[config.mk]
export PLATFORM = sky130hd
export DESIGN_NAME = freelist_mp
export DESIGN_NICKNAME = d
export VERILOG_FILES = /design/src/rtl/freelist_mp_pkg.sv /design/src/rtl/freelist_mp_ram.sv /design/src/rtl/freelist_mp.sv
export SDC_FILE = /design/constraint.sdc
export NUM_CORES = 2
export LEC_CHECK = 0
export ABC_AREA = 1
export BUFFER_PORTS_ARGS = -buffer_cell sky130_fd_sc_hd__buf_4
export CORE_ASPECT_RATIO = 1.75
export CORE_UTILIZATION = 45
export CTS_CLUSTER_SIZE = 14
export DETAILED_ROUTE_END_ITERATION = 8
export GPL_TIMING_DRIVEN = 0
export MAX_ROUTING_LAYER = met4
export PLACE_DENSITY_LB_ADDON = 0.08
export REMOVE_ABC_BUFFERS = 1
export SETUP_SLACK_MARGIN = 0.5
export SYNTH_ARGS = -nofsm -noshare
export SYNTH_HDL_FRONTEND = slang
export SYNTH_SLANG_ARGS = --single-unit
export TNS_END_PERCENT = 30
[constraint.sdc]
create_clock -name clk -period 27.6 [get_ports clk]
set_clock_uncertainty 0.1 [all_clocks]
set_input_delay 4.14 -clock clk [delete_from_list [all_inputs] [get_ports clk]]
set_output_delay 4.14 -clock clk [all_outputs]
set_load 0.02 [all_outputs]
[src/rtl/freelist_mp_pkg.sv]
// Shared types and helpers for the ID free-list allocator.
package freelist_mp_pkg;

    localparam int DEF_ID_W  = 8;
    localparam int DEF_DEPTH = 256;

    typedef enum logic {
        INIT,
        RUN
    } state_t;

    function automatic int clog2(input int v);
        int r;
        r = 0;
        while ((1 << r) < v) r++;
        return r;
    endfunction

endpackage

[src/rtl/freelist_mp_ram.sv]
// Free-list storage: one write port, one synchronous read port.
// A same-cycle write to the read address is forwarded to the read data.
module freelist_mp_ram
    import freelist_mp_pkg::*;
#(
    parameter int ID_W  = DEF_ID_W,
    parameter int DEPTH = DEF_DEPTH
) (
    input  logic            clk,
    input  logic            we,
    input  logic [ID_W-1:0] waddr,
    input  logic [ID_W-1:0] wdata,
    input  logic [ID_W-1:0] raddr,
    output logic [ID_W-1:0] rdata
);

    logic [ID_W-1:0] mem [DEPTH];

    always_ff @(posedge clk) begin
        if (we) mem[waddr] <= wdata;
        if (we && waddr == raddr) rdata <= wdata;
        else rdata <= mem[raddr];
    end

endmodule

[src/rtl/freelist_mp.sv]
// Circular-queue ID allocator with one grant and one return per cycle.
// FREELIST_MP_DBL_FREE_CHK_EN adds an allocated bitmap for double-free detection.
module freelist_mp
    import freelist_mp_pkg::*;
#(
    parameter int ID_W  = DEF_ID_W,
    parameter int DEPTH = DEF_DEPTH,
    localparam int CNT_W = clog2(DEPTH + 1)
) (
    input  logic             clk,
    input  logic             rst_n,
    input  logic             alloc_req,
    output logic             alloc_ack,
    output logic [ID_W-1:0]  alloc_id,
    input  logic             dealloc_req,
    input  logic [ID_W-1:0]  dealloc_id,
    output logic             dealloc_ack,
    output logic             init_done,
    output logic [CNT_W-1:0] free_cnt,
    output logic             empty,
    output logic             err_dbl_free
);

    localparam logic [ID_W-1:0]  LAST    = ID_W'(DEPTH - 1);
    localparam logic [CNT_W-1:0] FULL    = CNT_W'(DEPTH);
    localparam logic [ID_W:0]    DEPTH_X = (ID_W + 1)'(DEPTH);

    state_t          state, state_nxt;
    logic [ID_W-1:0] init_idx, head, tail, head_nxt;
    logic [ID_W-1:0] rd_data, byp_id, grant_id;
    logic [ID_W-1:0] wr_addr, wr_data;
    logic            run, last_init, byp_vld;
    logic            grant_list, grant, dbl, dl_bad, dl_ok;
    logic            bypass, wr_en, cnt_inc;

    function automatic logic [ID_W-1:0] inc(input logic [ID_W-1:0] p);
        return (p == LAST) ? '0 : p + ID_W'(1);
    endfunction

    always_ff @(posedge clk or negedge rst_n) begin
        if (!rst_n) state <= INIT;
        else state <= state_nxt;
    end

    always_comb begin
        state_nxt = state;
        last_init = 1'b0;
        if (state == INIT && init_idx == LAST) begin
            last_init = 1'b1;
            state_nxt = RUN;
        end
    end

    // The RAM always prefetches list[head_nxt], so rd_data is list[head].
    always_comb begin
        run        = (state == RUN);
        grant_list = run && alloc_req && !byp_vld && free_cnt != '0;
        grant      = grant_list || byp_vld;
        grant_id   = byp_vld ? byp_id : rd_data;
        dl_bad     = ({1'b0, dealloc_id} >= DEPTH_X) || (free_cnt == FULL) || dbl;
        dl_ok      = run && dealloc_req && !dl_bad;
        bypass     = dl_ok && alloc_req && free_cnt == '0 && !byp_vld;
        cnt_inc    = dl_ok && !bypass;
        wr_en      = !run || cnt_inc;
        wr_addr    = run ? tail : init_idx;
        wr_data    = run ? dealloc_id : init_idx;
        head_nxt   = grant_list ? inc(head) : head;
    end

    freelist_mp_ram #(
        .ID_W  (ID_W),
        .DEPTH (DEPTH)
    ) u_ram (
        .clk   (clk),
        .we    (wr_en),
        .waddr (wr_addr),
        .wdata (wr_data),
        .raddr (head_nxt),
        .rdata (rd_data)
    );

    always_ff @(posedge clk or negedge rst_n) begin
        if (!rst_n) begin
            alloc_ack    <= 1'b0;
            alloc_id     <= '0;
            dealloc_ack  <= 1'b0;
            err_dbl_free <= 1'b0;
            init_done    <= 1'b0;
            free_cnt     <= '0;
            init_idx     <= '0;
            head         <= '0;
            tail         <= '0;
            byp_vld      <= 1'b0;
            byp_id       <= '0;
        end else begin
            alloc_ack    <= grant;
            dealloc_ack  <= run && dealloc_req;
            err_dbl_free <= run && dealloc_req && dl_bad;
            init_done    <= init_done || last_init;
            byp_vld      <= bypass;
            head         <= head_nxt;
            if (grant) alloc_id <= grant_id;
            if (bypass) byp_id <= dealloc_id;
            if (run && cnt_inc) tail <= inc(tail);
            if (!run) init_idx <= init_idx + ID_W'(1);
            unique case (1'b1)
                last_init:               free_cnt <= FULL;
                cnt_inc && !grant_list:  free_cnt <= free_cnt + CNT_W'(1);
                grant_list && !cnt_inc:  free_cnt <= free_cnt - CNT_W'(1);
                default: ;
            endcase
        end
    end

`ifdef FREELIST_MP_DBL_FREE_CHK_EN
    logic [DEPTH-1:0] alloc_map;

    always_ff @(posedge clk or negedge rst_n) begin
        if (!rst_n) begin
            alloc_map <= '0;
        end else begin
            if (dl_ok) alloc_map[dealloc_id] <= 1'b0;
            if (grant) alloc_map[grant_id] <= 1'b1;
        end
    end

    assign dbl = !alloc_map[dealloc_id];
`else
    assign dbl = 1'b0;
`endif

    assign empty = rst_n && (free_cnt == '0);

endmodule

==> out/results.tsv <==
metric	value	unit
status	finished, final reports clean	
ys_seq_area_share	73.1	%
fin_crit	9.33	ns
synth_seq_cells	2111	
cts_buffer_depth	4	
rows	212	
slew-limit-headroom	6.93	%
dp_cells	9439	
grt_start_max_net_pins	211	
finalNonFillerCells	9771	
syn_area_per_cell	11.8	sq um
seq_area	63100	sq um
io_pins	34	
core	190000	sq um
drt_iter0_drc	4441	
die_area	193000	sq um
powerDensity	62.4	nW/um^2
antenna_found_initial	3	
final_cell_mix	2,169 x nand2_1, 2,048 x edfxtp_1, 2,042 x nand3_1	
clk_latency	0.84	ns
post-route-period-util	33.8	%
fin_ws	18.27	ns
synth-compound-area-share	0.395	%
cp_slowest_cell	buf_4	
critPathArrivalTime	5.09	ns
dp_slack	18.22	ns
numClockSinks	2111	
grt.total_usage	25.5	%
r2r_slack	21.73	ns
overflow	0	
synth_mux_area_share	0	%
cts_tree	yes	
synth-xor-area-share	0.173	%
gp_congestion	0.804	
die_h	581	um
cp_max_fo	56	
cts_resized	0	
fin_nets	7200	
crit_required	23.36	ns
yosys_warnings	0	
n_fill_cell	16717	
viasPerCell	5.60	
max_freq	0.107	GHz
ant_nets	0	
area_growth	10.7	%
final_max_slew_viol_count	0	
p_leak	32.0	nW
die_x	333	um
synth_area	86200	sq um
crit_path_end	empty	
max_cap_violations	0	
critPathKind	in2out	
postLayoutCoreUtil	50.1	%
clock-root-buffer	clkbuf_16	
io_buffers	33	
synth_top_family_by_area	simple AND/OR/NAND/NOR gates	
finalHoldViolations	0	
firstDrtPassIters	6	
yosysUniqueCellTypes	36	
worst_pin_slew	1.39	ns
cts_setup_buffers	0	
reg2reg_to	alloc_id[6]	
worst_path_most_repeated_cell	buf_4	
rsz0062_at_grt	false	
synthSimpleGateAreaFrac	22.9	%
synth_fa_ha_area_share	0.197	%
rr_worst_depth	19	
holdBufCountCts	0	
peakVddDrop	0.0537	mV
wirelength	241000	um
cpPeakStageDelay	0.56	ns
drive_gt1_share	5.72	%
cp_cell_sequence	buf_4, inv_1, nor2_1, buf_4	
path_clk_slew	0.06	ns
wire_per_inst	24.7	um
final_common_cell	nand2_1	
postSynthCellCount	7323	
vias	54670	
multiInputGateArea	20500	sq um
h-tree-depth	4	
setup_viol	0	
dp_hpwl	143000	um
cts_buffers	195	
grt_pass1_wl	356000	um
setup.worst_path.end_class	output port	
hold_ws	0.369	ns
startpoint	rst_n	
cp-start-kind	input port	
grt_pass1_vias	53495	
start_util	45.3	%
route.detailed.drc	0	
min_path_type	reg2reg	
-- state kept, by name, indices dropped and copies added, names as in the netlist, named ones only --
name	cells
alloc_ack	1
alloc_id	8
byp_id	8
byp_vld	1
dealloc_ack	1
err_dbl_free	1
free_cnt	9
head	8
init_done	1
init_idx	8
run	1
tail	8
u_ram.mem	2048
-- through the flow --
stage	TNS [ns]	instance area (sq um)	power (mW)
floorplan	-148.15	83700	3.53
global placement	-3186.47	87000	3.53
detailed placement	0	89900	3.53
CTS	0	95500	6.00
global route	0	95500	6.10
finish	0	95500	5.95
-- how the worst min path moves through the flow --
stage | endpoint | slack (ns) | cells after the start | from
2_1_floorplan | init_idx[4] | 0.34 | 1 | init_idx[4]
3_3_place_gp | init_done | 0.35 | 2 | init_done
3_5_place_dp | init_idx[4] | 0.37 | 1 | init_idx[4]
4_1_cts | init_idx[4] | 0.38 | 1 | init_idx[4]
5_1_grt | init_done | 0.40 | 2 | init_done
6_report | init_idx[4] | 0.37 | 1 | init_idx[4]
-- Yosys cell counts (all sizes together) --
library cell,count,area share [%]
a21o,1,0.0087
a21oi,19,0.11
a31oi,2,0.015
a32o,1,0.012
and3,1,0.0073
buf,397,2.5
clkbuf,94,0.41
dfrtp,55,1.6
dfxtp,8,0.19
edfxtp,2048,71
fa,1,0.023
ha,12,0.17
inv,69,0.30
nand2,2189,9.6
nand3,2043,12
nand4,4,0.029
nor2,311,1.4
nor3,8,0.052
nor4,1,0.0073
o21a,1,0.0087
o21ai,35,0.20
o21bai,1,0.0087
o22ai,4,0.029
or2,1,0.0073
xnor2,8,0.081
xor2,9,0.091
-- kinds of logic after synthesis --
kind of cell | count (synthesis)
compound gates | 64
xor+xnor | 17
fa+ha+maj | 13
buf+inv | 560
flops | 2111
simple gates | 4558
-- power by group --
part	internal [mW]	total (mW)	switching [mW]
clock network	1.34	2.49	1.15
registers	3.46	3.46	0
logic	0.00101	0.00321	0.00220
total	4.80	5.95	1.15
-- cell type report --
| type | instances | area share [%] |
|---|---|---|
| Multi-Input combinational cell | 4652 | 21.5 |
| Inverter | 69 | 0.312 |
| Tap cell | 2461 | 3.23 |
| Clock inverter | 71 | 0.394 |
| Timing Repair Buffer | 146 | 3.08 |
| Antenna cell | 1 | 0.00262 |
| Clock buffer | 260 | 5.45 |
| Sequential cell | 2111 | 66.0 |
-- metal layers --
layer | global-route usage, % | up-vias | wire length [um]
li1 | - | 25579 | -
met1 | 30.5 | 27048 | 93800
met2 | 44.1 | 1592 | 126000
met3 | 2.75 | 451 | 11700
met4 | 9.82 | 0 | 9770
met5 | - | - | 0
-- critical path: cells and delay by family --
family                 cells  cell delay, ns
AND/OR/NAND/NOR            1            0.14
buffers and inverters      3            0.80
Note: power is estimated with default switching activity, not from simulation.
